### src/rtl/ct_readout_pkg.sv
// Shared types and constants for the ciphertext readout/scrub block.
package ct_readout_pkg;

    localparam int unsigned CT_WORDS         = 4;
    localparam int unsigned WORD_W           = 32;
    localparam int unsigned CT_W             = CT_WORDS * WORD_W;
    localparam int unsigned WSEL_W           = 6;
    localparam int unsigned DEFAULT_BASE_IDX = 5;

    localparam int unsigned STAT_DONE_LSB = 0;
    localparam int unsigned STAT_IDLE_BIT = 4;
    localparam int unsigned STAT_HOLD_BIT = 5;
    localparam int unsigned STAT_TMO_BIT  = 6;

    typedef enum logic [1:0] {
        ST_IDLE  = 2'd0,
        ST_HOLD  = 2'd1,
        ST_SCRUB = 2'd2
    } state_e;

    // Status word layout: {25'b0, timeout_cause, hold, idle, rd_done}.
    function automatic logic [WORD_W-1:0] status_word(
        input state_e              st,
        input logic [CT_WORDS-1:0] done,
        input logic                tmo
    );
        logic [WORD_W-1:0] s;
        s                             = '0;
        s[STAT_DONE_LSB +: CT_WORDS]  = done;
        s[STAT_IDLE_BIT]              = (st == ST_IDLE);
        s[STAT_HOLD_BIT]              = (st == ST_HOLD);
        s[STAT_TMO_BIT]               = tmo;
        return s;
    endfunction

endpackage

### src/rtl/ct_read_mux.sv
// Read-side decode: selects word/status data and reports which word a read consumes.
module ct_read_mux
    import ct_readout_pkg::*;
#(
    parameter int unsigned BASE_IDX = DEFAULT_BASE_IDX
) (
    input  state_e                             state_i,
    input  logic [WSEL_W-1:0]                  wsel_i,
    input  logic [CT_WORDS-1:0]                reglk_ctrl_i,
    input  logic [CT_WORDS-1:0][WORD_W-1:0]    ct_words_i,
    input  logic [CT_WORDS-1:0]                rd_done_i,
    input  logic                               tmo_flag_i,
    output logic [WORD_W-1:0]                  rdata_c_o,
    output logic [CT_WORDS-1:0]                rd_set_c_o
);

    logic [WSEL_W-1:0] off_c;
    logic [1:0]        word_c;

    // Indices below BASE_IDX wrap to large offsets and fall through to the "other" case.
    assign off_c  = WSEL_W'(wsel_i - WSEL_W'(BASE_IDX));
    assign word_c = off_c[1:0];

    always_comb begin
        rdata_c_o  = '0;
        rd_set_c_o = '0;
        if (off_c < WSEL_W'(CT_WORDS)) begin
            if ((state_i == ST_HOLD) && !reglk_ctrl_i[word_c] && !rd_done_i[word_c]) begin
                rdata_c_o          = ct_words_i[word_c];
                rd_set_c_o[word_c] = 1'b1;
            end
        end else if (off_c == WSEL_W'(CT_WORDS)) begin
            rdata_c_o = status_word(state_i, rd_done_i, tmo_flag_i);
        end
    end

endmodule

### src/rtl/ct_readout_scrub.sv
// Read-once ciphertext holding register with scrub-to-zero after full readout.
// Optional forced scrub on HOLD timeout: define CT_READOUT_TIMEOUT_EN.
module ct_readout_scrub
    import ct_readout_pkg::*;
#(
    parameter int unsigned ADDR_W         = 9,
    parameter int unsigned TIMEOUT_CYCLES = 1024,
    parameter int unsigned BASE_IDX       = DEFAULT_BASE_IDX
) (
    input  logic              clk_i,
    input  logic              rst_ni,
    input  logic              ct_valid_i,
    input  logic [CT_W-1:0]   ct_i,
    output logic              ct_ready_o,
    input  logic              en_i,
    input  logic              we_i,
    input  logic [ADDR_W-1:0] address_i,
    input  logic [CT_WORDS-1:0] reglk_ctrl_i,
    output logic [WORD_W-1:0] rdata_o,
    output logic              rvalid_o,
    output logic              scrub_o
);

    state_e                          state_q;
    logic [CT_WORDS-1:0][WORD_W-1:0] ct_q;
    logic [CT_WORDS-1:0]             rd_done_q;
    logic [CT_WORDS-1:0]             rd_done_d;
    logic                            ready_q;
    logic [WORD_W-1:0]               rdata_q;
    logic                            rvalid_q;
    logic                            scrub_q;

    logic                            rd_req_c;
    logic [WORD_W-1:0]               rdata_c;
    logic [CT_WORDS-1:0]             rd_set_c;
    logic                            all_done_c;
    logic                            tmo_hit_c;
    logic                            tmo_flag_c;
    logic                            scrub_enter_c;
    logic                            unused_addr_c;

    assign rd_req_c      = en_i && !we_i;
    assign rd_done_d     = rd_done_q | (rd_req_c ? rd_set_c : '0);
    assign all_done_c    = &rd_done_d;
    assign scrub_enter_c = (state_q == ST_HOLD) && (all_done_c || tmo_hit_c);
    assign unused_addr_c = ^address_i[2:0];

    ct_read_mux #(
        .BASE_IDX (BASE_IDX)
    ) u_mux (
        .state_i      (state_q),
        .wsel_i       (address_i[WSEL_W+2:3]),
        .reglk_ctrl_i (reglk_ctrl_i),
        .ct_words_i   (ct_q),
        .rd_done_i    (rd_done_q),
        .tmo_flag_i   (tmo_flag_c),
        .rdata_c_o    (rdata_c),
        .rd_set_c_o   (rd_set_c)
    );

`ifdef CT_READOUT_TIMEOUT_EN
    localparam int unsigned CNT_W = $clog2(TIMEOUT_CYCLES + 1);

    logic [CNT_W-1:0] tmo_cnt_q;
    logic             tmo_flag_q;

    assign tmo_hit_c  = (tmo_cnt_q == CNT_W'(TIMEOUT_CYCLES));
    assign tmo_flag_c = tmo_flag_q;

    // Counter idles at zero outside HOLD so it starts fresh on every capture.
    always_ff @(posedge clk_i) begin
        if (!rst_ni) begin
            tmo_cnt_q  <= '0;
            tmo_flag_q <= 1'b0;
        end else begin
            if (state_q != ST_HOLD) begin
                tmo_cnt_q <= '0;
            end else if (!tmo_hit_c) begin
                tmo_cnt_q <= tmo_cnt_q + 1'b1;
            end
            if (scrub_enter_c) begin
                tmo_flag_q <= tmo_hit_c && !all_done_c;
            end
        end
    end
`else
    localparam int unsigned unused_tmo_cycles = TIMEOUT_CYCLES;

    assign tmo_hit_c  = 1'b0;
    assign tmo_flag_c = 1'b0;
`endif

    always_ff @(posedge clk_i) begin
        if (!rst_ni) begin
            state_q   <= ST_IDLE;
            ct_q      <= '0;
            rd_done_q <= '0;
            ready_q   <= 1'b1;
            rdata_q   <= '0;
            rvalid_q  <= 1'b0;
            scrub_q   <= 1'b0;
        end else begin
            rvalid_q <= rd_req_c;
            rdata_q  <= rd_req_c ? rdata_c : '0;
            scrub_q  <= 1'b0;
            case (state_q)
                ST_IDLE: begin
                    if (ct_valid_i) begin
                        ct_q      <= ct_i;
                        rd_done_q <= '0;
                        ready_q   <= 1'b0;
                        state_q   <= ST_HOLD;
                    end
                end
                ST_HOLD: begin
                    // Data is cleared on SCRUB entry so scrub_o marks already-zeroed registers.
                    if (scrub_enter_c) begin
                        ct_q      <= '0;
                        rd_done_q <= '0;
                        scrub_q   <= 1'b1;
                        state_q   <= ST_SCRUB;
                    end else begin
                        rd_done_q <= rd_done_d;
                    end
                end
                ST_SCRUB: begin
                    ready_q <= 1'b1;
                    state_q <= ST_IDLE;
                end
                default: begin
                    ready_q <= 1'b1;
                    state_q <= ST_IDLE;
                end
            endcase
        end
    end

    assign ct_ready_o = ready_q;
    assign rdata_o    = rdata_q;
    assign rvalid_o   = rvalid_q;
    assign scrub_o    = scrub_q;

endmodule

### config.mk
export PLATFORM = sky130hd
export DESIGN_NAME = ct_readout_scrub
export DESIGN_NICKNAME = d
export VERILOG_FILES = /design/src/rtl/ct_readout_pkg.sv /design/src/rtl/ct_read_mux.sv /design/src/rtl/ct_readout_scrub.sv
export SDC_FILE = /design/constraint.sdc
export NUM_CORES = 1
export LEC_CHECK = 0
export BUFFER_PORTS_ARGS = -buffer_cell sky130_fd_sc_hd__buf_2
export CAP_MARGIN = 20
export CORE_ASPECT_RATIO = 0.6
export CORE_MARGIN = 5
export CORE_UTILIZATION = 40
export CTS_CLUSTER_SIZE = 8
export DETAILED_ROUTE_END_ITERATION = 10
export PLACE_DENSITY = 0.72
export SLEW_MARGIN = 20
export SYNTH_ARGS = -nofsm -noshare
export SYNTH_HDL_FRONTEND = slang
export SYNTH_HIERARCHICAL = 1
export SYNTH_SLANG_ARGS = --single-unit
### constraint.sdc
create_clock -name clk_i -period 6.3 [get_ports clk_i]
set_input_delay 0.945 -clock clk_i [delete_from_list [all_inputs] [get_ports clk_i]]
set_output_delay 0.945 -clock clk_i [all_outputs]
set_load 0.005 [all_outputs]
==> summary.md, run 1 <==
| Metric | Value |
|---|---|
| Status | `finished, final reports clean` |
| Via count | `7112` |
| Setup-failing EPs final | `0` |
| Drt first pass iters | `5` |
| Vias in the first global route | `6709` |
| Setup TNS | `0 ns` |
| Worst setup EP type | `register` |
| Finished Core Util | `0.483` |
| Mean number of vias per cell | `5.30` |
| Cell Rows | `40` |
| CTS root buf | `clkbuf_16` |
| Main combinational cell family by area after synthesis | `compound AO/OA/AOI/OAI gates` |
| Pwr dens | `257 nW/um^2` |
| Largest area contributor in the netlist | `dfxtp_1` |
| Total detailed-routing wirelength | `22100 um` |
| CTS Sinks | `169` |
| Initial antenna violation count | `2` |
| Slew HR | `0.288` |
| Post-synthesis compound-gate area fraction | `0.244` |
| Sequential fraction of the synthesis area | `0.414` |
| Nets | `1208` |
| Die height | `121 um` |
| Fillers | `1930` |
| CP startpoint kind | `input pin` |
| Sw Pwr | `0.615 mW` |
| Num ports | `181` |
| Top FF cell, synth | `dfxtp_1` |
| Initial detailed-routing violation count | `513` |
| Net Sw Frac | `0.247` |
| Comb pwr share | `0.109` |
| TritonCTS buffer count | `17` |
| Fin crit period | `4.27 ns` |
| CTS HTree Levels | `4` |
| Layout cells sized above 1 | `0.252` |
| PortBufs | `177` |
| N_diodes | `0` |
| Hold buffers post-CTS | `0` |
| Residual DRC | `0` |
| CP Max Fanout | `66` |
| Ranking of synthesized cells by area | `dfxtp_1, a22o_1, nand2_1` |
| Crit path DAT | `4.57 ns` |
| Post-route cell area | `9670 um^2` |
| Max Cap Viol | `0` |
| Netlist cell types | `38` |
| Total GRT Usage | `0.186` |
| Post-CTS Setup Inserts | `0` |
| Number of synthesized flops with an enable pin | `0` |
| Clock Latency Late Sink | `0.42 ns` |
| DIE WIDTH | `194 um` |
| Slew at the pin closest to its max-slew limit | `1.07 ns` |
| Clock-pin slew on the worst setup and hold paths | `0.07 ns` |
| Most common cell in the netlist | `nand2_1` |
| CTS max path bufs | `2` |
| Top cell type's share of synthesized area | `0.414` |
| Post-synthesis cell count | `941` |
| Leak | `4.03 nW` |
| Placed instance area | `9080 um^2` |
| Core Area | `20000 um^2` |
| Post-synth net total | `1092` |
| Final Hold Fails | `0` |
| Setup Crit Path Kind | `input pin to register` |
| Pin count of the biggest net entering global routing | `126` |
| First-pass GRT wire length | `35800 um` |
| Final Skew | `0.00857 ns` |
| Synthesized area per cell | `8.68 um^2` |
| VDD IR-drop max | `0.172 mV` |
| Multiplexer share of the synthesized area | `0.0882` |
| Slew Limit Fails | `0` |
| Total grt overflow | `0` |
| Int Pwr | `1.87 mW` |
| Global placer's final weighted congestion | `0.790` |
| Layout area overhead | `18.4%` |
| Post-synth ARST share | `0` |
| Post-route clock period utilization | `0.678` |
| Adder-Cell Fraction of Synth Area | `0.00766` |
| Initial Utilization | `0.408` |
| Min Hold Slack | `0.464 ns` |
| Highest attainable clock frequency | `0.234 GHz` |
| Yosys warning count | `6` |
| CTS tree | `built` |
| DRT antenna net count | `0` |
| WP data required | `6.61 ns` |
| Commonest cells in the netlist | `nand2_1, dfxtp_1, o21ai_0` |
| Clock power share | `0.424` |
| Die Area | `23500 um^2` |
| Synth Area in XOR/XNOR | `0.00107` |
| Post-Synth Simple-Gate Area | `0.187` |
| Hold Path Depth | `1` |
| CTS-repair resized insts | `0` |
| Dpl hpwl | `14000 um` |
| Reg2reg path depth | `9` |
| HP Class | `register to register` |
| Synth Register Bits | `169` |
| RSZ-0062 raised after global routing | `false` |
| Synthesized cell area | `8170 um^2` |
| Wirelength per Cell | `16.4 um` |
| Share of power burned in registers | `0.467` |
==> layer usage <==
layer,track usage,part of all wire,up-vias
li1,-,-,3567
met1,0.282,0.51,3307
met2,0.265,0.41,219
met3,0.0521,0.073,15
met4,0.0316,0.0053,4
met5,0,0.0011,-
==> final timing paths <==
check	slack, ns	start	endpoint
setup / recovery	2.03	address_i[4]	ct_q[51]
hold / removal	0.46	ct_ready_o	ct_ready_o
setup reg to reg	2.88	state_q[0]	ct_q[51]
hold reg to reg	0.46	ct_ready_o	ct_ready_o
==> sequential cells by signal (all words and copies together) (netlist names) <==
register,flops
ct_q,128
scrub_o,1
state_q,2
rd_done_q,4
rvalid_o,1
ct_ready_o,1
rdata_o,32
==> worst max-delay path, cell delays in order <==
cell and delay (ns):
buf_2 0.16, inv_1 0.10, ha_2 0.32, buf_4 0.47, a211oi_1 0.11, a2111o_4 0.77
nor2_1 0.24, and3b_1 0.18, o22ai_1 0.13, o41a_2 0.42, buf_4 0.36, a22o_1 0.33
==> cell usage in the layout (no fill, tap or decap), types with 6 or more instances in the layout <==
master	count
inv_1	15
nor2_1	8
clkbuf_16	17
nand2_1	257
o21ai_0	130
mux4_2	32
and3_1	35
nor2b_1	15
dfxtp_1	168
nor2b_2	12
a22o_1	128
a21oi_1	6
buf_2	176
a211oi_1	6
buf_4	9
==> per-stage QoR <==
step / setup slack (ns) / total power, mW / instances
after floorplan: 2.48 / 1.36 / 941
after global placement: 1.69 / 1.45 / 1311
after detailed placement: 1.63 / 1.45 / 1311
after CTS: 2.06 / 2.51 / 1343
after global routing: 1.90 / 2.59 / 1343
final: 2.03 / 2.49 / 1343
==> power groups by stage <==
stage	logic, mW	registers, mW	clock network [mW]
2_1_floorplan	0.186	1.17	0
3_3_place_gp	0.266	1.18	0
3_5_place_dp	0.271	1.18	0
4_1_cts	0.273	1.16	1.08
5_1_grt	0.300	1.17	1.12
6_report	0.270	1.16	1.05
==> cells by family (layout without fill, tap and decap cells) <==
| kind of cell | count (synthesis) | in the layout |
|---|---|---|
| flops | 169 | 169 |
| compound gates | 285 | 285 |
| buf+inv | 104 | 233 |
| mux | 32 | 32 |
| fa+ha+maj | 5 | 5 |
| other cells | 1 | 1 |
| xor+xnor | 1 | 1 |
| simple gates | 344 | 344 |
==> area by class of cell <==
| type | instances | area, um^2 | share of cell area |
|---|---|---|---|
| well taps | 273 | 342 | 0.0353 |
| multi-input cells | 668 | 4340 | 0.448 |
| clock inverters | 9 | 114 | 0.0118 |
| flip-flops and latches | 169 | 3390 | 0.350 |
| clock buffers | 23 | 478 | 0.0494 |
| repair buffers | 186 | 960 | 0.0992 |
| inverters | 15 | 56.3 | 0.00582 |
No activity file was read; power rests on OpenSTA's default activity.
==> run 2, diff against run 1 <==
Settings changed: PLACE_DENSITY 0.72 to 0.74.
Clock period 6.3 ns to 3.7 ns, I/O delays scaled along.
==> run 2 against run 1 <==
Net effect:
- clock skew rose by 0.0019 ns
- via count grew 0.45%
- final cell count increased by 0.22%
- critical path depth unchanged
==> summary.md, run 2 (synthesis gave the netlist of run 1 again) <==
| Metric | Value |
|---|---|
| Vias in the first global route | `6704 (-0.075%)` |
| CTS-repair resized insts | `0 (unchanged)` |
| VDD IR-drop max | `0.297 mV (+73%)` |
| Slew HR | `0.344 (+0.0566)` |
| RSZ-0062 raised after global routing | `false` |
| WP data required | `4.01 ns (-2.60 ns)` |
| Cell Rows | `40 (unchanged)` |
| Total detailed-routing wirelength | `22000 um (-0.52%)` |
| Leak | `4.06 nW (+0.73%)` |
| Core Area | `20000 um^2 (unchanged)` |
| Layout cells sized above 1 | `0.254 (+0.00209)` |
| Commonest cells after routing, fill and taps aside | `nand2_1, buf_2, dfxtp_1` |
| Clock Latency Late Sink | `0.43 ns (about the same)` |
| Clock-pin slew on the worst setup and hold paths | `0.07 ns (about the same)` |
| Area of the multi-input gates | `4340 um^2 (unchanged)` |
| Setup-failing EPs final | `0 (unchanged)` |
| Slew at the pin closest to its max-slew limit | `0.983 ns (-0.0850 ns)` |
| Sequential cell area | `3390 um^2 (unchanged)` |
| Fillers | `1887 (-2.2%)` |
| CTS tree | `built` |
| CTS root buf | `clkbuf_16` |
| Wirelength per Cell | `16.3 um (-0.74%)` |
| Num ports | `181 (unchanged)` |
| Total grt overflow | `0 (unchanged)` |
| Dpl hpwl | `14400 um (+2.6%)` |
| Setup TNS | `0 ns (unchanged)` |
| Slew Limit Fails | `0 (unchanged)` |
| Via count | `7144 (+0.45%)` |
| DRT antenna net count | `0 (unchanged)` |
| CTS HTree Levels | `4 (unchanged)` |
| Pwr dens | `438 nW/um^2 (+70%)` |
| Fin crit period | `3.01 ns` |
| Initial Utilization | `0.408 (unchanged)` |
| Die Area | `23500 um^2 (unchanged)` |
| TritonCTS buffer count | `17 (unchanged)` |
| Nets | `1211 (+0.25%)` |
| HP Class | `input pin to register` |
| Setup Crit Path Kind | `input pin to register` |
| Crit path DAT | `3.32 ns (-1.25 ns)` |
| Initial antenna violation count | `2 (unchanged)` |
| Most common cell after layout, fill and taps aside | `nand2_1` |
| Total GRT Usage | `0.185 (-0.000400)` |
| Drt first pass iters | `5 (unchanged)` |
| Layout area overhead | `19.3%` |
| Mean number of vias per cell | `5.31 (+0.23%)` |
| Max reg flops | `128 (unchanged)` |
| Min Hold Slack | `0.424 ns (-0.0401 ns)` |
| CTS Sinks | `169 (unchanged)` |
| First-pass GRT wire length | `35500 um (-0.65%)` |
| Final Skew | `0.0104 ns (+0.00185 ns)` |
| Die height | `121 um (unchanged)` |
| DIE WIDTH | `194 um (unchanged)` |
| Residual DRC | `0 (unchanged)` |
| CTS max path bufs | `2 (unchanged)` |
| Hold buffers post-CTS | `0 (unchanged)` |
| Reg2reg setup slack | `0.69 ns (-2.19 ns)` |
| Post-route clock period utilization | `0.814` |
| Max Cap Viol | `0 (unchanged)` |
| Post-CTS Setup Inserts | `0 (unchanged)` |
| Initial detailed-routing violation count | `587 (+14%)` |
| Pin count of the biggest net entering global routing | `121 (-4.0%)` |
| Status | `finished, final reports clean` |
| PortBufs | `177 (unchanged)` |
| Placed instance area | `9140 um^2 (+0.66%)` |
| Largest Register | `ct_q` |
| N_diodes | `0 (unchanged)` |
| Highest attainable clock frequency | `0.332 GHz` |
| Global placer's final weighted congestion | `0.807 (+2.2%)` |
| CP startpoint kind | `input pin` |
| Worst setup EP type | `register` |
| Post-route cell area | `9740 um^2 (+0.70%)` |
| Final Hold Fails | `0 (unchanged)` |
| CP Max Fanout | `65 (-1.5%)` |
## run 2: worst paths after layout
kind                                    from         end  depth (start not counted)
worst max-delay path            address_i[3]   ct_q[117]                         12
worst min-delay path              ct_valid_i  state_q[0]                          3
worst max register to register    state_q[1]   ct_q[117]                          9
worst min register to register    ct_ready_o  ct_ready_o                          1
## run 2: metrics by stage
step           cells  power, mW  setup WS (ns)   util
6_report        1346       4.27          0.687  0.487
5_1_grt         1346       4.44          0.550  0.487
4_1_cts         1346       4.30          0.713  0.487
3_5_place_dp    1314       2.48          0.298  0.457
3_3_place_gp    1314       2.47          0.378  0.457
2_1_floorplan    941       2.31          0.268      -
## run 2: report_power, final
group / internal, mW / switching, mW / total (mW)
sequential: 1.91 / 0.0687 / 1.98
combinational: 0.230 / 0.238 / 0.468
clock: 1.07 / 0.749 / 1.82
total: 3.21 / 1.06 / 4.27
## run 2: layout make-up
type                    count  area share
flip-flops and latches    169       0.348
multi-input cells         668       0.445
clock buffers              23      0.0502
well taps                 273      0.0351
repair buffers            189       0.104
clock inverters             9      0.0117
inverters                  15     0.00578
## run 2: layer usage
layer  vias to the layer above  GRT usage  wire [um]
li1                       3558          -          -
met1                      3345      0.288      11200
met2                       216      0.252       9090
met3                        21     0.0443       1510
met4                         4     0.0496        172
met5                         -          0         27
## run 2: worst max-delay path, cell delays in order
cell      delay [ns]
buf_2           0.18
inv_1           0.10
ha_1            0.24
nor2b_1         0.15
a32oi_1         0.13
a2111o_4        0.48
nor2_1          0.18
and3b_1         0.18
o22ai_1         0.12
o41a_2          0.47
buf_12          0.21
a22o_1          0.27
==> run 3, diff against run 2 <==
Clock period 3.7 ns to 2.7 ns, I/O delays scaled along.
==> run 3 against run 2 <==
Net effect:
- the flow now finishes with violations (negative setup slack)
- global-route usage up 0.76 points
- utilization is 2.3 points higher
- final cell count up 2.0%
- die area did not move
- worst setup slack worse by 0.81 ns
- wire length rose by 4.6%
- combinational power grew 54%
- clock skew down 0.0017 ns
- register-to-register slack got worse by 0.81 ns
- sequential power grew 37%
- highest routed layer unchanged
==> summary.md, run 3 (synthesis gave the netlist of run 1 again) <==
| Metric | Value |
|---|---|
| Final Skew | `0.00871 ns (-0.00172 ns)` |
| Initial Utilization | `0.408 (unchanged)` |
| Fin crit period | `2.82 ns` |
| Pwr dens | `595 nW/um^2 (+36%)` |
| Clock Latency Late Sink | `0.43 ns (about the same)` |
| Reg2reg setup slack | `-0.12 ns (-0.81 ns)` |
| Finished Core Util | `0.510 (+0.0231)` |
| Final std cells w/o fill | `1373 (+2.0%)` |
| DRT antenna net count | `0 (unchanged)` |
| Slew HR | `0.341 (-0.00348)` |
| CTS tree | `built` |
| Total Power | `6.07 mW (+42%)` |
| Hold buffers post-CTS | `0 (unchanged)` |
| Dpl hpwl | `14900 um (+3.6%)` |
| Initial antenna violation count | `1 (-1)` |
| Setup Crit Path Kind | `register to register` |
| Fillers | `1851 (-1.9%)` |
| Highest attainable clock frequency | `0.354 GHz` |
| Post-route cell area | `10200 um^2 (+4.7%)` |
| Int Pwr | `4.56 mW (+42%)` |
| Initial detailed-routing violation count | `456 (-22%)` |
| Cell Rows | `40 (unchanged)` |
| Global placer's final weighted congestion | `0.878 (+8.8%)` |
| CTS Sinks | `169 (unchanged)` |
| CTS root buf | `clkbuf_16` |
| Critical R2R Capture | `ct_q[21]` |
| PortBufs | `177 (unchanged)` |
| VDD IR-drop max | `0.412 mV (+39%)` |
| CTS max path bufs | `2 (unchanged)` |
| CP startpoint kind | `register` |
| Dpl ws | `-0.407 ns (-0.705 ns)` |
| N_diodes | `0 (unchanged)` |
| First-pass GRT wire length | `36800 um (+3.5%)` |
| Comb pwr share | `0.119 (+0.009)` |
| Layout cells sized above 1 | `0.285 (+0.0301)` |
| Max reg flops | `128 (unchanged)` |
| Leak | `4.30 nW (+5.9%)` |
| Num ports | `181 (unchanged)` |
| Crit path DAT | `3.14 ns (-0.18 ns)` |
| Net Sw Frac | `0.248 (+0.000305)` |
| Placed instance area | `9420 um^2 (+3.1%)` |
| Via count | `7313 (+2.4%)` |
| Total GRT Usage | `0.193 (+0.00757)` |
| Reg2reg path depth | `9 (unchanged)` |
| Vias in the first global route | `6821 (+1.7%)` |
| Setup slack after layout | `-0.123 ns (-0.810 ns)` |
| HP Class | `input pin to register` |
| Sw Pwr | `1.50 mW (+42%)` |
| CP Max Fanout | `6 (-91%)` |
| Slew Limit Fails | `0 (unchanged)` |
| Slew at the pin closest to its max-slew limit | `0.989 ns (+0.00522 ns)` |
| Residual DRC | `0 (unchanged)` |
| TritonCTS buffer count | `17 (unchanged)` |
| CP Launch Point | `state_q[1]` |
| Most common cell after layout, fill and taps aside | `nand2_1` |
| RSZ-0062 raised after global routing | `true` |
| Layout area overhead | `24.9%` |
| DIE WIDTH | `194 um (unchanged)` |
| Total detailed-routing wirelength | `23000 um (+4.6%)` |
| WP data required | `3.02 ns (-0.99 ns)` |
| Post-route clock period utilization | `1.05` |
| Final Hold Fails | `0 (unchanged)` |
| Clock-pin slew on the worst setup and hold paths | `0.07 ns (about the same)` |
| Status | `complete, but fails checks` |
| DP Cell Count | `1337 (+1.8%)` |
| Largest Register | `ct_q` |
| Clock power share | `0.435 (+0.008)` |
| Share of power burned in registers | `0.446 (-0.017)` |
| Commonest cells after routing, fill and taps aside | `nand2_1, buf_2, dfxtp_1` |
| Reg-to-Reg Start | `state_q[1]` |
| Nets | `1238 (+2.2%)` |
| Worst Setup EP | `ct_q[21]` |
| Failing checks | `negative setup slack` |
| CTS HTree Levels | `4 (unchanged)` |
| Worst setup EP type | `register` |
| Max Cap Viol | `0 (unchanged)` |
| Core Area | `20000 um^2 (unchanged)` |
| Mean number of vias per cell | `5.33 (+0.35%)` |
| Die Area | `23500 um^2 (unchanged)` |
| Pin count of the biggest net entering global routing | `129 (+6.6%)` |
| Die height | `121 um (unchanged)` |
| Wirelength per Cell | `16.7 um (+2.5%)` |
| Drt first pass iters | `7 (+2)` |
| Setup-failing EPs final | `119 (+119)` |
| Total grt overflow | `0 (unchanged)` |
## run 3: how the worst min path moves through the flow
stage	cells past startpoint	to	start	slack [ns]
after floorplan	1	ct_ready_o	ct_ready_o	0.45
after global placement	1	ct_ready_o	ct_ready_o	0.43
after detailed placement	1	ct_ready_o	ct_ready_o	0.48
after CTS	3	state_q[0]	ct_valid_i	0.26
after global routing	3	state_q[0]	ct_valid_i	0.27
final	3	state_q[0]	ct_valid_i	0.28
## run 3: area by class of cell
cell class                 instances  area, um^2  share of cell area
clock buffer                      18         439              0.0430
clock inverter                    14         198              0.0194
inverter                          15        63.8             0.00625
multi-input combinational        668        4430               0.434
sequential                       169        3390               0.332
tap                              273         342              0.0335
timing repair buffer             216        1350               0.132
## run 3: critical path, cell delays in order, from the launching register on
cell and delay [ns]:
dfxtp_4 0.34, nand2b_4 0.15, or3_4 0.33, a2111o_4 0.52, nor2_4 0.11, and3b_1 0.17, o22ai_2 0.09, o41a_4 0.47
bufbuf_16 0.31, a22o_1 0.22
## run 3: what timing repair did
item | CTS | global route
pin swaps | 23 | 7
resized for setup | 7 | 2
setup endpoints to repair | 128 | 128
gates cloned | 3 | 0
setup buffers | 0 | 1
## run 3: power by group through the flow
stage | Clock (mW) | Sequential, mW | Combinational, mW
after global routing | 2.80 | 2.72 | 0.791
final | 2.64 | 2.71 | 0.720
after floorplan | 0 | 2.73 | 0.464
after detailed placement | 0 | 2.76 | 0.688
after global placement | 0 | 2.75 | 0.672
after CTS | 2.69 | 2.71 | 0.724
## run 3: per-stage QoR
| step | setup TNS (ns) | hold slack, ns |
|---|---|---|
| 2_1_floorplan | -50.32 | 0.451 |
| 3_3_place_gp | -43.18 | 0.435 |
| 3_5_place_dp | -47.77 | 0.478 |
| 4_1_cts | -4.41 | 0.264 |
| 5_1_grt | -17.02 | 0.274 |
| 6_report | -7.01 | 0.281 |
## run 3: routing by layer
| layer | track usage | up-vias | wire [um] |
|---|---|---|---|
| met5 | 0 | - | 7 |
| met4 | 0.0399 | 2 | 148 |
| met3 | 0.0554 | 16 | 1710 |
| met2 | 0.277 | 241 | 9750 |
| met1 | 0.288 | 3423 | 11400 |
| li1 | - | 3631 | - |
